`src/rtl/if_stage.sv`:
```
// RV32I instruction fetch stage: owns the PC, drives a 1-cycle-latency
// instruction RAM and presents inst_id/pc_id to decode.
module if_stage #(
  parameter logic [29:0] RESET_PC = 30'h0,
  parameter int unsigned IADR_W   = 12
) (
  input  logic              clk,
  input  logic              rst_n,
  input  logic              cpu_start,
  input  logic [29:0]       start_adr,
  input  logic              jmp_req,
  input  logic [29:0]       jmp_adr,
  input  logic              stall,
  input  logic              rst_pipe,
  output logic              imem_ren,
  output logic [IADR_W-1:0] imem_radr,
  input  logic [31:0]       imem_rdata,
  output logic [31:0]       inst_id,
  output logic [29:0]       pc_id
);

  localparam logic [31:0] NOP = 32'h0000_0013;

  typedef enum logic {IDLE, RUN} state_t;

  state_t      state_q;
  logic [29:0] pc_if_q;
  logic [29:0] pc_id_q;
  logic        valid_q;
  logic [31:0] inst_hold_q;
  logic        use_hold_q;

  assign imem_ren  = (state_q == RUN) & ~stall & ~jmp_req & ~rst_pipe;
  assign imem_radr = pc_if_q[IADR_W-1:0];
  assign inst_id   = use_hold_q ? inst_hold_q : (valid_q ? imem_rdata : NOP);
  assign pc_id     = pc_id_q;

  // Branch order encodes edge priority: flush/idle, redirect, stall, advance.
  always_ff @(posedge clk or negedge rst_n) begin
    if (!rst_n) begin
      state_q     <= IDLE;
      pc_if_q     <= RESET_PC;
      pc_id_q     <= RESET_PC;
      valid_q     <= 1'b0;
      inst_hold_q <= NOP;
      use_hold_q  <= 1'b0;
    end else if (rst_pipe || !cpu_start || state_q == IDLE) begin
      state_q    <= cpu_start ? RUN : IDLE;
      pc_if_q    <= start_adr;
      valid_q    <= 1'b0;
      use_hold_q <= 1'b0;
    end else if (jmp_req) begin
      pc_if_q    <= jmp_adr;
      valid_q    <= 1'b0;
      use_hold_q <= 1'b0;
    end else if (stall) begin
      // Capture once so decode keeps seeing the same word after the RAM output goes stale.
      if (!use_hold_q) begin
        inst_hold_q <= inst_id;
        use_hold_q  <= 1'b1;
      end
    end else begin
      pc_id_q    <= pc_if_q;
      pc_if_q    <= pc_if_q + 30'd1;
      valid_q    <= 1'b1;
      use_hold_q <= 1'b0;
    end
  end

endmodule
```
`config.mk`:
```
export PLATFORM = sky130hd
export DESIGN_NAME = if_stage
export DESIGN_NICKNAME = d
export VERILOG_FILES = /design/src/rtl/if_stage.sv
export SDC_FILE = /design/constraint.sdc
export NUM_CORES = 1
export LEC_CHECK = 0
export CORE_ASPECT_RATIO = 0.7
export CORE_MARGIN = 2
export CORE_UTILIZATION = 30
export DETAILED_ROUTE_END_ITERATION = 16
export GPL_ROUTABILITY_DRIVEN = 0
export GPL_TIMING_DRIVEN = 0
export HOLD_SLACK_MARGIN = 0.12
export PLACE_DENSITY_LB_ADDON = 0.1
export SYNTH_ARGS = -nofsm -noshare
export SYNTH_HDL_FRONTEND = slang
export SYNTH_SLANG_ARGS = --single-unit
```
`constraint.sdc`:
```
create_clock -name clk -period 2.5 [get_ports clk]
set_clock_uncertainty 0.05 [all_clocks]
set_input_delay 0.5 -clock clk [delete_from_list [all_inputs] [get_ports clk]]
set_output_delay 0.5 -clock clk [all_outputs]
set_load 0.02 [all_outputs]
```
==> results.md, run 1 <==
* Worst R2R End: pc_if_q[21]
* Initial Util at 30.9%
* Die area at 18000 sq um
* Critical Path, Cell by Cell: nand3_2 -> nor4_4 -> nand4_1 -> xor2_1 -> o221ai_2
* Clock buffers created by TritonCTS at 9
* Leakage power at 3.29 nW
* Nets@finish at 860
* CP endpoint kind: flip-flop
* Hpwl dp at 13100 microns
* Register area share after synthesis at 47.0%
* CTS root buf: clkbuf_16
* Flops & latches, synth at 95
* Final Hold Fails at 0
* Hold/Removal Path Class: flip-flop to flip-flop
* DRT Wirelength at 17200 microns
* CP peak stage delay at 680 ps
* CP arrival at 2540 ps
* Number of antenna diodes at 0
* Max stage delay cell, worst path: nor4_4
* Worst vdd ir at 316 uV
* Synth Cell Area at 5060 sq um
* Clock Tree Buf Depth at 2
* First-pass GRT wire length at 27400 microns
* Rows at 39
* Outcome: completed
* Clock latency on the worst-skew pair at 350 ps
* Fin crit share at 95.3%
* Min-Delay Endpoint: inst_hold_q[1]
* Clk sinks at 95
* Final core occ at 45.4%
* CTS tree: done
* Synth area leaders: dfrtp_1 45%, nand2_1 13%, mux2_2 4.9%, o21ai_0 4.7%, a21oi_1 2.9%
* Num ports at 173
* Worst-path clk slew at 70 ps
* Yosys top cell area share at 45.5%
* Hold Path Depth at 2
* YS warnings at 0
* Setup TNS at 0 ps
* RSZ-0062 raised after global routing: false
* Most used DFF post-synth: dfrtp_1
* Worst-path fanout max at 10
* Shortest period the worst path allows at 2380 ps
* # DRC at 0
* IO buf count at 171
* Core area at 16400 sq um
* Syn Inst Count at 576
* Syn Nets at 675
* Max Cap Viol at 0
* Layout cell share with drive strength beyond 1 at 12.0%
* Vias per cell at 4.92
* DRT antenna net count at 0
* Synth async-reset ratio at 100%
* Worst r2r src: pc_if_q[0]
* Reg2Reg Setup Slack at 120 ps
* Largest net degree at the start of global routing at 67
* Area leader, netlist: dfrtp_1
* Most frequent cells in the layout: 170 x nand2_1, 138 x clkdlybuf4s50_1, 91 x dfrtp_1, 48 x o21ai_0, 29 x a21oi_1
* Number of synthesized flops with an enable pin at 0
* Setup CP Type: flip-flop to flip-flop
* Fmax at 420 MHz
* Mean area per synthesized cell at 8.79 sq um
* DRT Pass-1 Iters at 5
* Worst Min Path Start: inst_hold_q[1]
* Filler cells at 1665
* Commonest non-fill, non-tap cell in the layout: nand2_1
* Vias in the first global route at 4936
* Die Ht at 113 microns
* Worst slew pin tran at 730 ps
* P&R area growth vs syn at 46.8%
* Die W at 159 microns
* Pwr dens at 599 nW/um^2
* Setup violations, final at 0
* Grt total ovfl at 0
* CP Data Required Time at 2660 ps
* Critical path launch point: pc_if_q[0]
* Total GRT Usage at 19.7%
* Synth unique cells at 54
* Worst r2r path cells at 5
* Wire per inst at 17.4 microns
* Setup crit start kind: flip-flop
* Max-slew violation count at 0
* Initial antenna violation count at 0
* Slew headroom at 51.0%
* Vias at 4879
* Initial DRC count at 292
* H-tree depth at 3
cells in the mapped netlist (2+ instances only):
cell type and number:
nand4b_1 3, o21ai_0 48, mux2_1 5, nor2_1 17, a2bb2oi_1 2, buf_4 12, o21ai_1 4, mux2_2 22
nand3_2 2, dfstp_2 3, inv_1 7, o31ai_1 2, clkbuf_1 27, mux2i_1 6, buf_2 7, o211ai_1 3
buf_1 4, dfrtp_1 92, xnor2_1 6, xor2_1 14, a211oi_1 3, nor2b_1 6, o221ai_2 2, nor4_1 6
o221ai_1 9, and3_1 14, or3_1 2, nand2_1 170, nand3_1 9, a21o_1 2, nor3_1 3, a31oi_1 4
or2_1 2, nand4_1 10, a21oi_1 29
power breakdown:
part / internal [mW] / leakage (nW) / switching, mW
clock: 0.905 / 0.156 / 0.606
sequential: 1.73 / 1.20 / 0.147
combinational: 0.565 / 1.93 / 0.502
total: 3.20 / 3.29 / 1.26
critical path: cells and delay by family (launching register included):
family	cells	cell delay, ps
AO/OA/AOI/OAI	1	120
XOR/XNOR	1	260
flip-flops	1	530
AND/OR/NAND/NOR	3	1270
metrics by stage:
step	instance area [sq um]	hold WS, ps	instances	setup WS (ps)	total power, mW
6_report	7440	418	991	117	4.45
5_1_grt	7440	441	991	1.26	4.69
4_1_cts	7420	416	989	11.4	4.51
3_5_place_dp	7080	406	973	-410	2.97
3_3_place_gp	7060	406	972	-2850	2.94
2_1_floorplan	5060	154	576	473	2.36
state kept, by name, indices dropped and copies added (netlist names):
signal	flops
valid_q	1
pc_if_q	30
state_q	1
inst_hold_q	32
pc_id	30
use_hold_q	1
timing repair:
item / in CTS / in global routing
pin swaps: 0 / 1
hold buffers: 1 / 0
hold endpoints to repair: 29 / 0
resized for setup: 59 / 10
buffers inserted: 0 / 2
setup endpoints to repair: 31 / 24
kinds of logic (layout without fill, tap and decap cells):
| group | after synthesis | after routing | share of synthesized area (%) |
|---|---|---|---|
| AOI/OAI and AO/OA | 115 | 115 | 13.8 |
| xor gates and xnor gates | 20 | 20 | 3.46 |
| adders and majority gates | 1 | 1 | 0.247 |
| buffers and inverters | 58 | 248 | 5.36 |
| DFF | 95 | 95 | 47.0 |
| muxes | 33 | 33 | 7.19 |
| and+or+nand+nor | 254 | 254 | 22.9 |
how the worst max path moves through the flow:
| stage | depth (start not counted) | to | slack (ps) |
|---|---|---|---|
| finish | 5 | pc_if_q[21] | 120 |
| detailed placement | 7 | inst_id[21] | -410 |
| global route | 6 | inst_id[23] | 1 |
| global placement | 1 | inst_hold_q[9] | -2850 |
| floorplan | 6 | inst_id[21] | 470 |
| CTS | 4 | imem_ren | 10 |
final cells by class:
type	instances	area, sq um	area share [%]
multi-input combinational	423	2410	32.4
sequential	95	2380	32.0
timing repair buffer	175	1750	23.5
tap	225	282	3.79
buffer	49	258	3.47
clock buffer	11	243	3.26
clock inverter	5	81.3	1.09
inverter	8	30.0	0.404
routing by layer:
metal	routed length, microns	global-route usage [%]
met2	7420	29.3
met5	0	0
met4	126	4.48
met1	8520	29.4
met3	1120	4.03
No activity file was read; power rests on OpenSTA's default activity.
==> run 2: changes to the inputs <==
==> constraint.sdc (replaced) <==
create_clock -name clk -period 2.38 [get_ports clk]
set_clock_uncertainty 0.05 [all_clocks]
set_input_delay 0.476 -clock clk [delete_from_list [all_inputs] [get_ports clk]]
set_output_delay 0.476 -clock clk [all_outputs]
set_load 0.02 [all_outputs]
==> run 2 against run 1 <==
Clock power is 5% higher. Core utilization is 0.32 points higher. Routed wire length is 0.11% lower. Highest routed layer unchanged. Via count is 0.35% higher. Largest power group unchanged. Sequential share of layout area is 0.22 points lower.
==> results.md, run 2 (synthesis results as in run 1) <==
* Hold/Removal Path Class: flip-flop to flip-flop
* Fmax at 434 MHz
* Worst slew pin tran at 625 ps (-104 ps)
* Vias in the first global route at 4936 (unchanged)
* Pwr dens at 625 nW/um^2 (+4.4%)
* Num ports at 173 (unchanged)
* Slew headroom at 58.3% (+7.3 points)
* Core area at 16400 sq um (unchanged)
* Final hold slack at 418 ps (-0.313 ps)
* Vias per cell at 4.91 (-0.26%)
* Fin crit share at 96.8%
* IO buf count at 171 (unchanged)
* Max-slew violation count at 0 (unchanged)
* Shortest period the worst path allows at 2300 ps
* CP endpoint kind: output port
* Most frequent cells in the layout: 170 x nand2_1, 138 x clkdlybuf4s50_1, 91 x dfrtp_1, 48 x o21ai_0, 29 x a21oi_1
* Vias at 4896 (+0.35%)
* # DRC at 0 (unchanged)
* Setup violations, final at 0 (unchanged)
* Initial antenna violation count at 0 (unchanged)
* Largest net degree at the start of global routing at 67 (unchanged)
* P&R area growth vs syn at 47.9%
* Max reg flops at 32 (unchanged)
* Setup crit start kind: input pin
* Outcome: completed
* Hpwl dp at 13100 microns (unchanged)
* Wire per inst at 17.2 microns (-0.71%)
* Die area at 18000 sq um (unchanged)
* Initial DRC count at 325 (+11%)
* Top reg by flops: inst_hold_q
* Worst-path fanout max at 2 (-8)
* Commonest non-fill, non-tap cell in the layout: nand2_1
* Die Ht at 113 microns (unchanged)
* CTS tree: done
* Worst-path clk slew at 60 ps (about the same)
* DP Cell Count at 973 (unchanged)
* Worst vdd ir at 332 uV (+4.9%)
* Number of antenna diodes at 0 (unchanged)
* Placed Area at 7080 sq um (unchanged)
* Clock buffers created by TritonCTS at 9 (unchanged)
* Cell Count, Final, Fillers Out at 997 (+0.61%)
* Max Cap Viol at 0 (unchanged)
* Clock Tree Buf Depth at 2 (unchanged)
* Die W at 159 microns (unchanged)
* DRT antenna net count at 0 (unchanged)
* DRT Pass-1 Iters at 6 (+1)
* Initial Util at 30.9% (unchanged)
* CTS root buf: clkbuf_16
* DRT Wirelength at 17200 microns (-0.11%)
* Clk sinks at 95 (unchanged)
* Layout cell share with drive strength beyond 1 at 13.3% (+1.3 points)
* Setup CP Type: input pin to output port
* Clock latency on the worst-skew pair at 350 ps (about the same)
* Rows at 39 (unchanged)
* CP Data Required Time at 1850 ps (-810 ps)
* H-tree depth at 3 (unchanged)
* Nets@finish at 866 (+0.70%)
* Leakage power at 3.32 nW (+0.89%)
* Finished Cell Area at 7490 sq um (+0.71%)
* Grt total ovfl at 0 (unchanged)
* CP arrival at 1780 ps (-760 ps)
* Power, Total at 4.68 mW (+5.2%)
* Total GRT Usage at 19.7% (unchanged)
* First-pass GRT wire length at 27400 microns (unchanged)
* Final Hold Fails at 0 (unchanged)
-- run 2: power breakdown --
group,internal [mW],switching [mW],total (mW),leakage [nW]
registers,1.81,0.154,1.97,1.20
logic,0.594,0.528,1.12,1.96
clock network,0.950,0.640,1.59,0.156
total,3.36,1.32,4.68,3.32
-- run 2: per-layer routing --
layer,global-route usage [%],routed length (microns),vias to the layer above
li1,-,-,2347
met1,29.4,8580,2371
met2,29.3,7440,168
met3,4.03,1030,10
met4,4.48,129,0
met5,0,0,-
-- run 2: area by class of cell --
| cell class | count | area (sq um) |
|---|---|---|
| Multi-Input combinational cell | 423 | 2410 |
| Inverter | 8 | 30.0 |
| Fill cell | 1664 | 8910 |
| Clock buffer | 11 | 243 |
| Timing Repair Buffer | 181 | 1790 |
| Sequential cell | 95 | 2380 |
| Buffer | 49 | 262 |
| Clock inverter | 5 | 81.3 |
| Tap cell | 225 | 282 |
-- run 2: path summary, 6_finish.rpt --
check,end,cells after the start,slack (ps),from
max,inst_id[1],4,80,imem_rdata[1]
min in group asynchronous,pc_id[5],2,560,rst_n
min reg2reg,inst_hold_q[1],2,420,inst_hold_q[1]
max reg2reg,pc_if_q[18],7,130,pc_if_q[0]
max in group asynchronous,inst_hold_q[1],3,980,rst_n
min,inst_hold_q[1],2,420,inst_hold_q[1]
-- run 2: timing repair --
item	CTS	global route
hold buffers	1	0
gates resized for setup	65	11
endpoints found under the hold margin	29	0
endpoints found under the setup margin	39	64
buffers inserted	0	8
gates cloned	0	0
pin swaps	0	2
-- run 2: worst max-delay path: stages --
cell and delay, ps:
clkdlybuf4s50_1 470, nor2b_1 60, mux2i_1 150, clkdlybuf4s50_1 630
-- run 2: stage by stage --
stage | worst slack, ps | TNS (ps) | util (%)
after floorplan | 377 | 0 | -
after global placement | -2950 | -302870 | 43.0
after detailed placement | -506 | -29430 | 43.2
after CTS | 0.867 | 0 | 45.2
after global routing | -12.9 | -31.7 | 45.7
final | 75.4 | 0 | 45.7
==> run 3: changes to the inputs <==
--- a/config.mk
+++ b/config.mk
@@ -5,11 +5,11 @@
 export SDC_FILE = /design/constraint.sdc
 export NUM_CORES = 1
 export LEC_CHECK = 0
+export ABC_AREA = 1
 export CORE_ASPECT_RATIO = 0.7
 export CORE_MARGIN = 2
 export CORE_UTILIZATION = 30
 export DETAILED_ROUTE_END_ITERATION = 16
-export GPL_ROUTABILITY_DRIVEN = 0
 export GPL_TIMING_DRIVEN = 0
 export HOLD_SLACK_MARGIN = 0.12
 export PLACE_DENSITY_LB_ADDON = 0.1
==> run 3 against run 2 <==
Count of clock-buffer cells in the layout down 1. First-iteration DRC count up 19%. Die area up 5.9%. Synthesized cell count up 30%. Core utilization down 1.7 points. Total power up 1.0%. Cell area up 2.0%. Setup slack better by 42 ps.
==> results.md, run 3 <==
* Leakage power at 3.45 nW (+3.7%)
* Final Hold Fails at 0 (unchanged)
* Vias in the first global route at 5154 (+4.4%)
* First-pass GRT wire length at 29100 microns (+6.4%)
* Buffers and inverters on the worst path at 3 (+1)
* Outcome: completed
* Slew headroom at 53.9% (-4.4 points)
* DRT Wirelength at 18700 microns (+9.1%)
* Pre-CTS WS at -336 ps (+170 ps)
* Hold/Removal Path Class: flip-flop to flip-flop
* Core area at 17400 sq um (+5.9%)
* Synth area leaders: dfrtp_1 43%, nand2_1 15%, nor2_1 7.2%, o21ai_0 6.6%, inv_1 4.6%
* Initial antenna violation count at 0 (unchanged)
* Num ports at 173 (unchanged)
* Worst slew pin tran at 691 ps (+65.7 ps)
* Synth Cell Area at 5370 sq um (+6.1%)
* Setup CP Type: flip-flop to output port
* YS warnings at 0 (unchanged)
* Die W at 164 microns (+2.9%)
* Most used DFF post-synth: dfrtp_1
* Delay-heaviest family, CP: buffers and inverters
* Initial DRC count at 387 (+19%)
* Max stage delay cell, worst path: dfrtp_1
* Fmax at 442 MHz (+1.9%)
* Die Ht at 116 microns (+2.9%)
* CTS root buf: clkbuf_16
* Setup crit start kind: flip-flop
* DRT Pass-1 Iters at 5 (-1)
* Final core occ at 44.0% (-1.7 points)
* Syn Nets at 849 (+26%)
* CTS tree: done
* Max-slew violation count at 0 (unchanged)
* Clock Tree Buf Depth at 2 (unchanged)
* IO buf count at 171 (unchanged)
* Area leader, netlist: dfrtp_1
* Worst-path clk slew at 70 ps (about the same)
* Register area share after synthesis at 44.3% (-2.7 points)
* Rows at 40 (+2.6%)
* Wire per inst at 16.0 microns (-7.2%)
* Vias at 5512 (+13%)
* Critical Path, Cell by Cell: buf_4 -> nor2_4 -> clkbuf_4 -> nand2_1 -> nand2_1 -> clkdlybuf4s15_1
* Clock latency on the worst-skew pair at 360 ps (about the same)
* Flops & latches, synth at 95 (unchanged)
* Total GRT Usage at 20.3% (+0.66 points)
* Pwr dens at 619 nW/um^2 (-0.98%)
* RSZ-0062 raised after global routing: false
* Shortest period the worst path allows at 2260 ps (-42.1 ps)
* Layout cell share with drive strength beyond 1 at 9.56% (-3.8 points)
* Initial Util at 30.9% (+0.038 points)
* Commonest non-fill, non-tap cell in the layout: nand2_1
* Worst-path fanout max at 10 (+8)
* H-tree depth at 3 (unchanged)
* Number of antenna diodes at 0 (unchanged)
* Most frequent cell after synthesis: nand2_1
* Grt total ovfl at 0 (unchanged)
* Final worst-path setup slack at 117 ps (+42.1 ps)
* Synth cell count leaders: 209 x nand2_1, 103 x nor2_1, 92 x dfrtp_1, 71 x o21ai_0, 66 x inv_1
* Vias per cell at 4.70 (-4.2%)
* CP arrival at 1740 ps (-40 ps)
* Setup violations, final at 0 (unchanged)
* Largest net degree at the start of global routing at 65 (-3.0%)
* Worst vdd ir at 345 uV (+4.0%)
* Setup TNS at 0 ps (unchanged)
* Max reg flops at 32 (unchanged)
* Clk sinks at 95 (unchanged)
* Hpwl dp at 14300 microns (+9.3%)
* DRT antenna net count at 0 (unchanged)
* RePlAce Congestion at 0.877
* Number of synthesized flops with an enable pin at 0 (unchanged)
* Synth async-reset ratio at 100% (unchanged)
* Yosys top cell area share at 42.9% (-2.6 points)
* Die area at 19000 sq um (+5.9%)
* CP most frequent cell: nand2_1
* CP endpoint kind: output port
* Power, Total at 4.73 mW (+1.0%)
* CP Data Required Time at 1850 ps (about the same)
* Most frequent cells in the layout: 209 x nand2_1, 137 x clkdlybuf4s50_1, 103 x nor2_1, 92 x dfrtp_1, 70 x o21ai_0
* Top reg by flops: inst_hold_q
* DP Cell Count at 1153 (+18%)
* Fin crit share at 95.1% (-1.8 points)
* # DRC at 0 (unchanged)
* Mean area per synthesized cell at 7.16 sq um (-19%)
* CP peak stage delay at 380 ps (-250 ps)
* Cell Count, Final, Fillers Out at 1172 (+18%)
* P&R area growth vs syn at 42.2%
* Syn Inst Count at 750 (+30%)
* Clock buffers created by TritonCTS at 9 (unchanged)
* Max Cap Viol at 0 (unchanged)
* Synth unique cells at 30 (-44%)
* Nets@finish at 1035 (+20%)
-- run 3: power by group --
part | leakage (nW) | switching (mW) | internal [mW] | total [mW]
Sequential | 1.18 | 0.152 | 1.86 | 2.01
Clock | 0.139 | 0.683 | 0.822 | 1.51
Combinational | 2.12 | 0.624 | 0.583 | 1.21
Total | 3.45 | 1.46 | 3.27 | 4.73
-- run 3: logic make-up (layout without fill, tap and decap cells) --
kind of cell | after synthesis | count (layout) | share of synthesized area (%)
XOR/XNOR | 6 | 6 | 0.978
adder cells (fa/ha/maj) | 1 | 1 | 0.233
buffers and inverters | 118 | 309 | 10.1
flip-flops | 95 | 95 | 44.3
AO/OA/AOI/OAI | 170 | 170 | 16.7
multiplexers | 2 | 2 | 0.559
AND/OR/NAND/NOR | 358 | 358 | 27.1
-- run 3: per-stage QoR --
step,area [sq um],hold WS (ps)
3_5_place_dp,7400,408
3_3_place_gp,7370,419
2_1_floorplan,5370,130
6_report,7640,442
5_1_grt,7640,464
4_1_cts,7700,445
-- run 3: worst paths after layout --
check                           start         endpoint  cells after the start  slack, ps
max                        use_hold_q      inst_id[29]                      6        120
min                          pc_id[7]         pc_id[7]                      2        440
max reg2reg                pc_if_q[1]      pc_if_q[26]                     10        420
min reg2reg                  pc_id[7]         pc_id[7]                      2        440
max in group asynchronous       rst_n  inst_hold_q[26]                      3       1030
min in group asynchronous       rst_n         pc_id[0]                      2        550
-- run 3: routing by layer --
metal / track usage [%] / vias up / part of all wire (%)
met5: 0 / - / 0
met4: 5.09 / 0 / 1.3
met3: 4.26 / 15 / 5.9
met2: 27.1 / 173 / 39
met1: 32.6 / 2551 / 54
li1: - / 2773 / -
-- run 3: worst reg2reg max path: cells and delay by family, from the launching register on --
family,cells,cell delay [ps]
compound gates,1,60
fa+ha+maj,1,210
flops,1,420
simple gates,8,1120
-- run 3: timing repair --
item / 4_1_cts / 5_1_grt
resized for setup: 76 / 32
setup buffers: 2 / 0
endpoints found under the setup margin: 33 / 19
hold buffers: 1 / 0
hold endpoints to repair: 28 / 0
gates cloned: 0 / 0
pin swaps: 1 / 0
-- run 3: cell type report --
class | count | area, sq um
buffer | 49 | 303
clock buffer | 10 | 229
clock inverter | 6 | 67.6
fill | 1828 | 9730
inverter | 69 | 259
multi-input combinational | 537 | 2450
sequential | 95 | 2380
tap | 231 | 289
timing repair buffer | 175 | 1660
